===== src/rtl/mem_arbiter_pkg.sv =====
// Shared types for the memory arbiter: LC-3b word/mask types, arbiter states
// and the latched physical-memory request payload.
package mem_arbiter_pkg;

  localparam int unsigned WORD_W   = 16;
  localparam int unsigned WMASK_W  = 2;
  localparam int unsigned STREAK_W = 4;

  typedef logic [WORD_W-1:0]  lc3b_word;
  typedef logic [WMASK_W-1:0] lc3b_mem_wmask;

  typedef enum logic [1:0] {
    ARB_IDLE,
    ARB_SERVE_I,
    ARB_SERVE_D
  } mem_arb_state_t;

  // Everything presented on pmem_* for the duration of one transaction
  typedef struct packed {
    logic          read;
    logic          write;
    lc3b_mem_wmask wmask;
    lc3b_word      address;
    lc3b_word      wdata;
  } pmem_req_t;

endpackage


===== src/rtl/mem_arbiter.sv =====
// Arbitrates the pipeline's instruction and data memory ports onto a single
// physical memory port; data wins, with a streak limit so fetches still progress.
module mem_arbiter
  import mem_arbiter_pkg::*;
#(
  parameter int unsigned MAX_D_STREAK = 4
) (
  input  logic               clk,
  input  logic               rst_n,

  input  logic               i_read,
  input  logic [WORD_W-1:0]  i_address,
  output logic [WORD_W-1:0]  i_rdata,
  output logic               i_resp,

  input  logic               d_read,
  input  logic               d_write,
  input  logic [WMASK_W-1:0] d_wmask,
  input  logic [WORD_W-1:0]  d_address,
  input  logic [WORD_W-1:0]  d_wdata,
  output logic [WORD_W-1:0]  d_rdata,
  output logic               d_resp,

  output logic               pmem_read,
  output logic               pmem_write,
  output logic [WMASK_W-1:0] pmem_wmask,
  output logic [WORD_W-1:0]  pmem_address,
  output logic [WORD_W-1:0]  pmem_wdata,
  input  logic [WORD_W-1:0]  pmem_rdata,
  input  logic               pmem_resp
);

  localparam logic [STREAK_W-1:0] STREAK_MAX = STREAK_W'(MAX_D_STREAK);

  mem_arb_state_t      state_q, state_d;
  logic [STREAK_W-1:0] streak_q, streak_d;
  pmem_req_t           req_q, req_d;
  logic                d_pend, i_pend, grant_i;

  // State, streak and latched request registers
  always_ff @(posedge clk or negedge rst_n) begin
    if (!rst_n) begin
      state_q  <= ARB_IDLE;
      streak_q <= '0;
      req_q    <= '0;
    end else begin
      state_q  <= state_d;
      streak_q <= streak_d;
      req_q    <= req_d;
    end
  end

  // Arbitration and completion; requester inputs only matter in IDLE
  always_comb begin
    state_d  = state_q;
    streak_d = streak_q;
    req_d    = req_q;
    d_pend   = d_read | d_write;
    i_pend   = i_read;
    grant_i  = 1'b0;

    unique case (state_q)
      ARB_IDLE: begin
        grant_i = i_pend && (!d_pend || (streak_q == STREAK_MAX));
        if (grant_i) begin
          state_d       = ARB_SERVE_I;
          streak_d      = '0;
          req_d.read    = 1'b1;
          req_d.write   = 1'b0;
          req_d.wmask   = '0;
          req_d.address = i_address;
          req_d.wdata   = '0;
        end else if (d_pend) begin
          state_d       = ARB_SERVE_D;
          if (!i_pend) begin
            streak_d = '0;
          end else if (streak_q != STREAK_MAX) begin
            streak_d = streak_q + STREAK_W'(1);
          end
          // A simultaneous read and write is issued as the write
          req_d.read    = !d_write;
          req_d.write   = d_write;
          req_d.wmask   = d_write ? d_wmask : '0;
          req_d.address = d_address;
          req_d.wdata   = d_wdata;
        end
      end
      ARB_SERVE_I, ARB_SERVE_D: begin
        if (pmem_resp) begin
          state_d     = ARB_IDLE;
          req_d.read  = 1'b0;
          req_d.write = 1'b0;
        end
      end
      default: state_d = ARB_IDLE;
    endcase
  end

  assign pmem_read    = req_q.read;
  assign pmem_write   = req_q.write;
  assign pmem_wmask   = req_q.wmask;
  assign pmem_address = req_q.address;
  assign pmem_wdata   = req_q.wdata;

  // Completion is passed straight through to release the pipeline stall
  assign i_resp  = (state_q == ARB_SERVE_I) && pmem_resp;
  assign d_resp  = (state_q == ARB_SERVE_D) && pmem_resp;
  assign i_rdata = i_resp ? pmem_rdata : '0;
  assign d_rdata = d_resp ? pmem_rdata : '0;

endmodule

===== config.mk =====
export PLATFORM = sky130hd
export DESIGN_NAME = mem_arbiter
export DESIGN_NICKNAME = d
export VERILOG_FILES = /design/src/rtl/mem_arbiter_pkg.sv /design/src/rtl/mem_arbiter.sv
export SDC_FILE = /design/constraint.sdc
export NUM_CORES = 1
export LEC_CHECK = 0
export CAP_MARGIN = 25
export CORE_ASPECT_RATIO = 0.7
export CORE_MARGIN = 2
export CORE_UTILIZATION = 36
export CTS_CLUSTER_SIZE = 12
export DETAILED_ROUTE_END_ITERATION = 8
export PLACE_DENSITY_LB_ADDON = 0.08
export SKIP_LAST_GASP = 1
export SYNTH_ARGS = -nofsm -noshare
export SYNTH_HDL_FRONTEND = slang
export SYNTH_SLANG_ARGS = --single-unit

===== constraint.sdc =====
create_clock -name clk -period 2.3 [get_ports clk]
set_clock_uncertainty 0.15 [all_clocks]
set_input_delay 0.46 -clock clk [delete_from_list [all_inputs] [get_ports clk]]
set_output_delay 0.46 -clock clk [all_outputs]
set_load 0.03 [all_outputs]

# Word-level counts from Yosys, hierarchy flattened
# Index checks and enable logic that the tools add are counted.
# Widths: inputs -> output; s select.
classes:
  bitwise_logic: 1
  mux: 14
  reduce_logical: 14
  n_eq_ne: 7
  n_addsub: 1
op_table:
  columns: ["cell", "count"]
  rows:
  - ["$mux 36", 2]
  - ["$mux 16", 2]
  - ["$mux 4", 4]
  - ["$mux 2", 4]
  - ["$pmux 2 s2", 2]
  - ["$reduce_and 3->1", 2]
  - ["$add 4x1->4 const B", 1]
  - ["$eq 4x3->1 const B", 1]
  - ["$ne 4x3->1 const B", 1]
  - ["$reduce_and 2->1", 2]
  - ["$reduce_bool 2->1", 2]
  - ["$logic_and 1x1->1", 3]
  - ["$ne 3x1->1 const B", 1]
  - ["$ne 3x3->1 const B", 1]
  - ["$eq 2x1->1 const B", 1]
  - ["$eq 2x2->1 const B", 1]
  - ["$logic_not 1->1", 2]
  - ["$logic_not 2->1", 1]
  - ["$ne 2x2->1 const B", 1]
  - ["$reduce_or 2->1", 1]
  - ["$logic_or 1x1->1", 1]
  - ["$or 1x1->1", 1]
totals:
  in_bits: 72
  out_inout_bits: 70
  wordCells: 44
  register_bits: 42

# Depth between registers and ports, before layout
logic_depth:
  depth_word: 6
  depth_mapped: 8
  depth_no_buf: 5

# Worst setup path after synthesis
# OpenSTA, ideal clock, no wires.
synth_path:
  path_kind: "register to output"
  from: "register state_q[0]"
  to: "output d_rdata[10]"
  path_buffers: 1
  path_stages_with_launch: 5
  t_arrival_ns: 1.210
  setup_slack_ns: 0.480
  required_time_ns: 1.690
  cell_sequence: "dfrtp_1 > inv_1 > ha_1 > clkbuf_1 > and3_1"
synth_via:
  elab_chain_len: 3
synth_rtl:
  columns: ["element", "line_no", "source"]
  rows:
  - ["from (decl)", "mem_arbiter.sv:35", "mem_arb_state_t state_q, state_d;"]
  - ["from (signal assigned)", "mem_arbiter.sv:47", "state_q <= state_d;"]
  - ["$eq 2x2->1", "mem_arbiter.sv:107", "assign d_resp = (state_q == ARB_SERVE_D) && pmem_resp;"]
  - ["$logic_and 1x1->1", "mem_arbiter.sv:107", null]
  - ["$mux 16", "mem_arbiter.sv:109", "assign d_rdata = d_resp ? pmem_rdata : '0;"]
  - ["to (decl)", "mem_arbiter.sv:21", "output logic [WORD_W-1:0] d_rdata,"]
# Every way passes these cells.

# Final worst setup path
layout_path:
  from: "input pmem_resp"
  to: "output d_rdata[11]"
layout_via:
  elab_chain_len: 2
layout_rtl:
  columns: ["element", "line_no", "source"]
  rows:
  - ["from (decl)", "mem_arbiter.sv:30", "input logic pmem_resp"]
  - ["$logic_and 1x1->1", "mem_arbiter.sv:107", null]
  - ["$mux 16", "mem_arbiter.sv:109", null]
# Every way passes these cells.

==> flow_summary.toml <==
[status]
outcome = "finished clean"

[timing]
report.final.slew_viol_count = 0
period_needed_ns = 2.14
relSlewSlack = 0.502
hold_violations = 0
setup_viol = 0
fmax_mhz = 467
tightestPinTransition_ns = 0.747
rsz0062_at_grt = "no"
finalCritPeriodShare = 0.931

[pwr]
switching_share = 0.438
p_int_w = 0.00254
combPwrFrac = 0.614
seqPwrFrac = 0.281
ir_drop_v = 0.000736
power_density_mw_per_mm2 = 1220
switching_power_w = 0.00198
total_power_w = 0.00452
p_leak_nw = 1.75
clockPowerShare = 0.106

[worst_setup_path]
arrival_ns = 1.53
crit_buf_inv = 3
rr_endpoint = "pmem_wdata[14]$_DFFE_PN0P_"
crit_path_frequent_cell = "buf_4"
rr_worst_depth = 5
cp-start-kind = "input port"
reg2reg_slack_ns = 0.29
cp.depth = 4
crit_family = "buffers and inverters"
critical_path_class = "input port to output port"
cp_slowest_cell = "clkdlybuf4s50_1"
cp-end-kind = "output port"
max_stage_delay_ns = 0.48
cp_max_fo = 30
crit_required_ns = 1.69
cp_cell_sequence = "clkdlybuf4s50_1 -> buf_4 -> and3_1 -> buf_4"
rr_startpoint = "state_q[1]$_DFFE_PN0P_"

[floorplan]
die_w_um = 97
boundaryPins = 142
fp.dieH_um = 69.1
core.rowCount = 23
initial_utilization = 0.377
core_sq_mm = 0.00578
die-area_sq_mm = 0.00670

[final_layout]
final_cell_area_sq_mm = 0.00369
syn2layout_area_growth_pct = 69.3
n_antenna_cell = 0
nets = 444
layout-drive-gt1-share = 0.163

[synth]
syn_nets = 303
synthAdderAreaFrac = 0.0287
synth_compound_area_frac = 0.170
syn_area_per_cell_sq_um = 9.64
synth_xor_area_frac = 0
yosys.cell_types.count = 33
synth_warnings = 0
synth_edf_count = 0
yosys.area_share.simple = 0.265
syn_inst = 226
ys_ff_latch = 42
postSynth.asyncResetShare = 1.00
syn-cell-area_sq_mm = 0.00218
synth_top_family_by_area = "simple AND/OR/NAND/NOR gates"
synthMuxAreaShare = 0
seq_area_frac_synth = 0.482
synth_ff_type = "dfrtp_1"

[clocking]
cts_sinks = 42
cts_buffers = 5
root_buffer = "clkbuf_8"
cts_max_path_buffers = 2
cts_tree = "yes"
post_cts_buffers = 0
clock_latency_ns = 0.29
clkTransAtPathRegs_ns = 0.07
hold_buffers = 0
htree_levels = 2

[global_routing]
grt_pass1_vias = 2185
globalRouteOverflowTotal = 0
antenna_found_initial = 0
track_usage = 0.188
grt_max_degree = 43
grt_pass1_wl_um = 10400

[placed_design]
gp_congestion = 0.787
port_buffers = 141
dpl_cell_area_sq_mm = 0.00359
hpwl_um = 4610

[drt]
routed_wirelength_um = 6230
dr_total_vias = 2212
drtPass1Iterations = 4
drtAntennaViolNets = 0
wire_per_inst_um = 14.1
drt_iter0_drc = 91
routed_via_density = 4.99
drcViolationCount = 0

[flow_run]
max_cap_viol_count = 0

[worst_hold_path]
min_path_type = "input port to asynchronous set/reset pin"
==> flip-flops by register name, summed over array words and instances (netlist names) <==
signal,cells
pmem_address,16
pmem_write,1
state_q,2
streak_q,4
pmem_read,1
pmem_wdata,16
pmem_wmask,2
==> power by group through the flow <==
stage	clock [W]	combinational (W)	sequential (W)
3_5_place_dp	0	0.00278	0.00127
5_1_grt	0.000531	0.00298	0.00132
6_report	0.000478	0.00277	0.00127
3_3_place_gp	0	0.00276	0.00127
4_1_cts	0.000505	0.00279	0.00127
2_1_floorplan	0	0.00107	0.00187
==> layout by cell type, fill, tap and decap left out, types with 2 or more instances in the layout <==
cell type | netlist | routed
o21ai_0 | 20 | 20
clkbuf_8 | 0 | 6
nor2b_1 | 3 | 3
clkdlybuf4s50_1 | 0 | 106
ha_2 | 0 | 2
a22o_1 | 3 | 3
and2_1 | 18 | 18
ha_1 | 5 | 3
dfrtp_1 | 42 | 42
nand2_1 | 39 | 39
inv_1 | 5 | 5
and3_1 | 32 | 32
nor2_1 | 3 | 3
buf_4 | 0 | 45
nand2b_1 | 2 | 2
a221o_1 | 17 | 17
==> final cells by class <==
| cell class | count | area, sq um |
|---|---|---|
| Fill cell | 497 | 2090 |
| Timing Repair Buffer | 152 | 1400 |
| Sequential cell | 42 | 1050 |
| Multi-Input combinational cell | 161 | 1030 |
| Tap cell | 75 | 93.8 |
| Clock buffer | 7 | 86.3 |
| Inverter | 5 | 18.8 |
| Clock inverter | 1 | 5.00 |
==> stage by stage <==
step	setup TNS (ns)	setup slack (ns)	hold slack [ns]	utilization	std cells
after floorplan	0	0.480	0.0144	-	226
after CTS	0	0.0190	0.0965	0.637	443
final	0	0.159	0.0772	0.638	443
after global routing	0	0.0557	0.115	0.638	443
after detailed placement	-0.692	-0.0894	0.324	0.621	435
after global placement	0	0.0259	0.311	0.621	435
==> cells in the mapped netlist (all sizes together) (2+ instances only) <==
library cell,instances,share of area
and3,33,0.097
nor2b,3,0.0086
clkbuf,9,0.015
nand2b,2,0.0057
nor2,3,0.0052
buf,9,0.029
inv,5,0.0086
a221o,17,0.078
nand2,39,0.067
or2,2,0.0057
and2,18,0.052
o31ai,2,0.0069
a22o,3,0.012
ha,5,0.029
o21ai,21,0.048
dfrtp,42,0.48
==> kinds of logic after synthesis <==
| family | after synthesis |
|---|---|
| buf+inv | 23 |
| flops | 42 |
| compound gates | 49 |
| simple gates | 107 |
| fa+ha+maj | 5 |
==> worst reg2reg max path, delay by kind of cell, from the launching register on <==
| kind | cells | cell delay (ns) |
|---|---|---|
| AO/OA/AOI/OAI | 2 | 0.86 |
| AND/OR/NAND/NOR | 1 | 0.12 |
| flip-flops | 1 | 0.41 |
| buffers and inverters | 1 | 0.09 |
| adder cells (fa/ha/maj) | 1 | 0.30 |
==> how the worst max path moves through the flow <==
| stage | start | to | slack [ns] |
|---|---|---|---|
| 2_1_floorplan | state_q[0]$_DFFE_PN0P_ | d_rdata[10] | 0.48 |
| 3_3_place_gp | d_write | pmem_address[12]$_DFFE_PN0P_ | 0.03 |
| 3_5_place_dp | i_read | pmem_wdata[14]$_DFFE_PN0P_ | -0.09 |
| 4_1_cts | state_q[1]$_DFFE_PN0P_ | i_rdata[15] | 0.02 |
| 5_1_grt | pmem_resp | i_rdata[3] | 0.06 |
| 6_report | pmem_resp | d_rdata[11] | 0.16 |
==> repair_timing <==
action / CTS / global route
hold endpoints to repair: 0 / 0
endpoints found under the setup margin: 0 / 34
resized for setup: 0 / 2
==> per-layer routing <==
| layer | share of wire | track usage | up-vias | routed length, um |
|---|---|---|---|---|
| li1 | - | - | 1085 | - |
| met4 | 0.0067 | 0.0423 | 0 | 42 |
| met3 | 0.066 | 0.0548 | 4 | 410 |
| met5 | 0 | 0 | - | 0 |
| met1 | 0.46 | 0.243 | 1050 | 2860 |
| met2 | 0.47 | 0.313 | 73 | 2920 |
No activity file was read; power rests on OpenSTA's default activity.
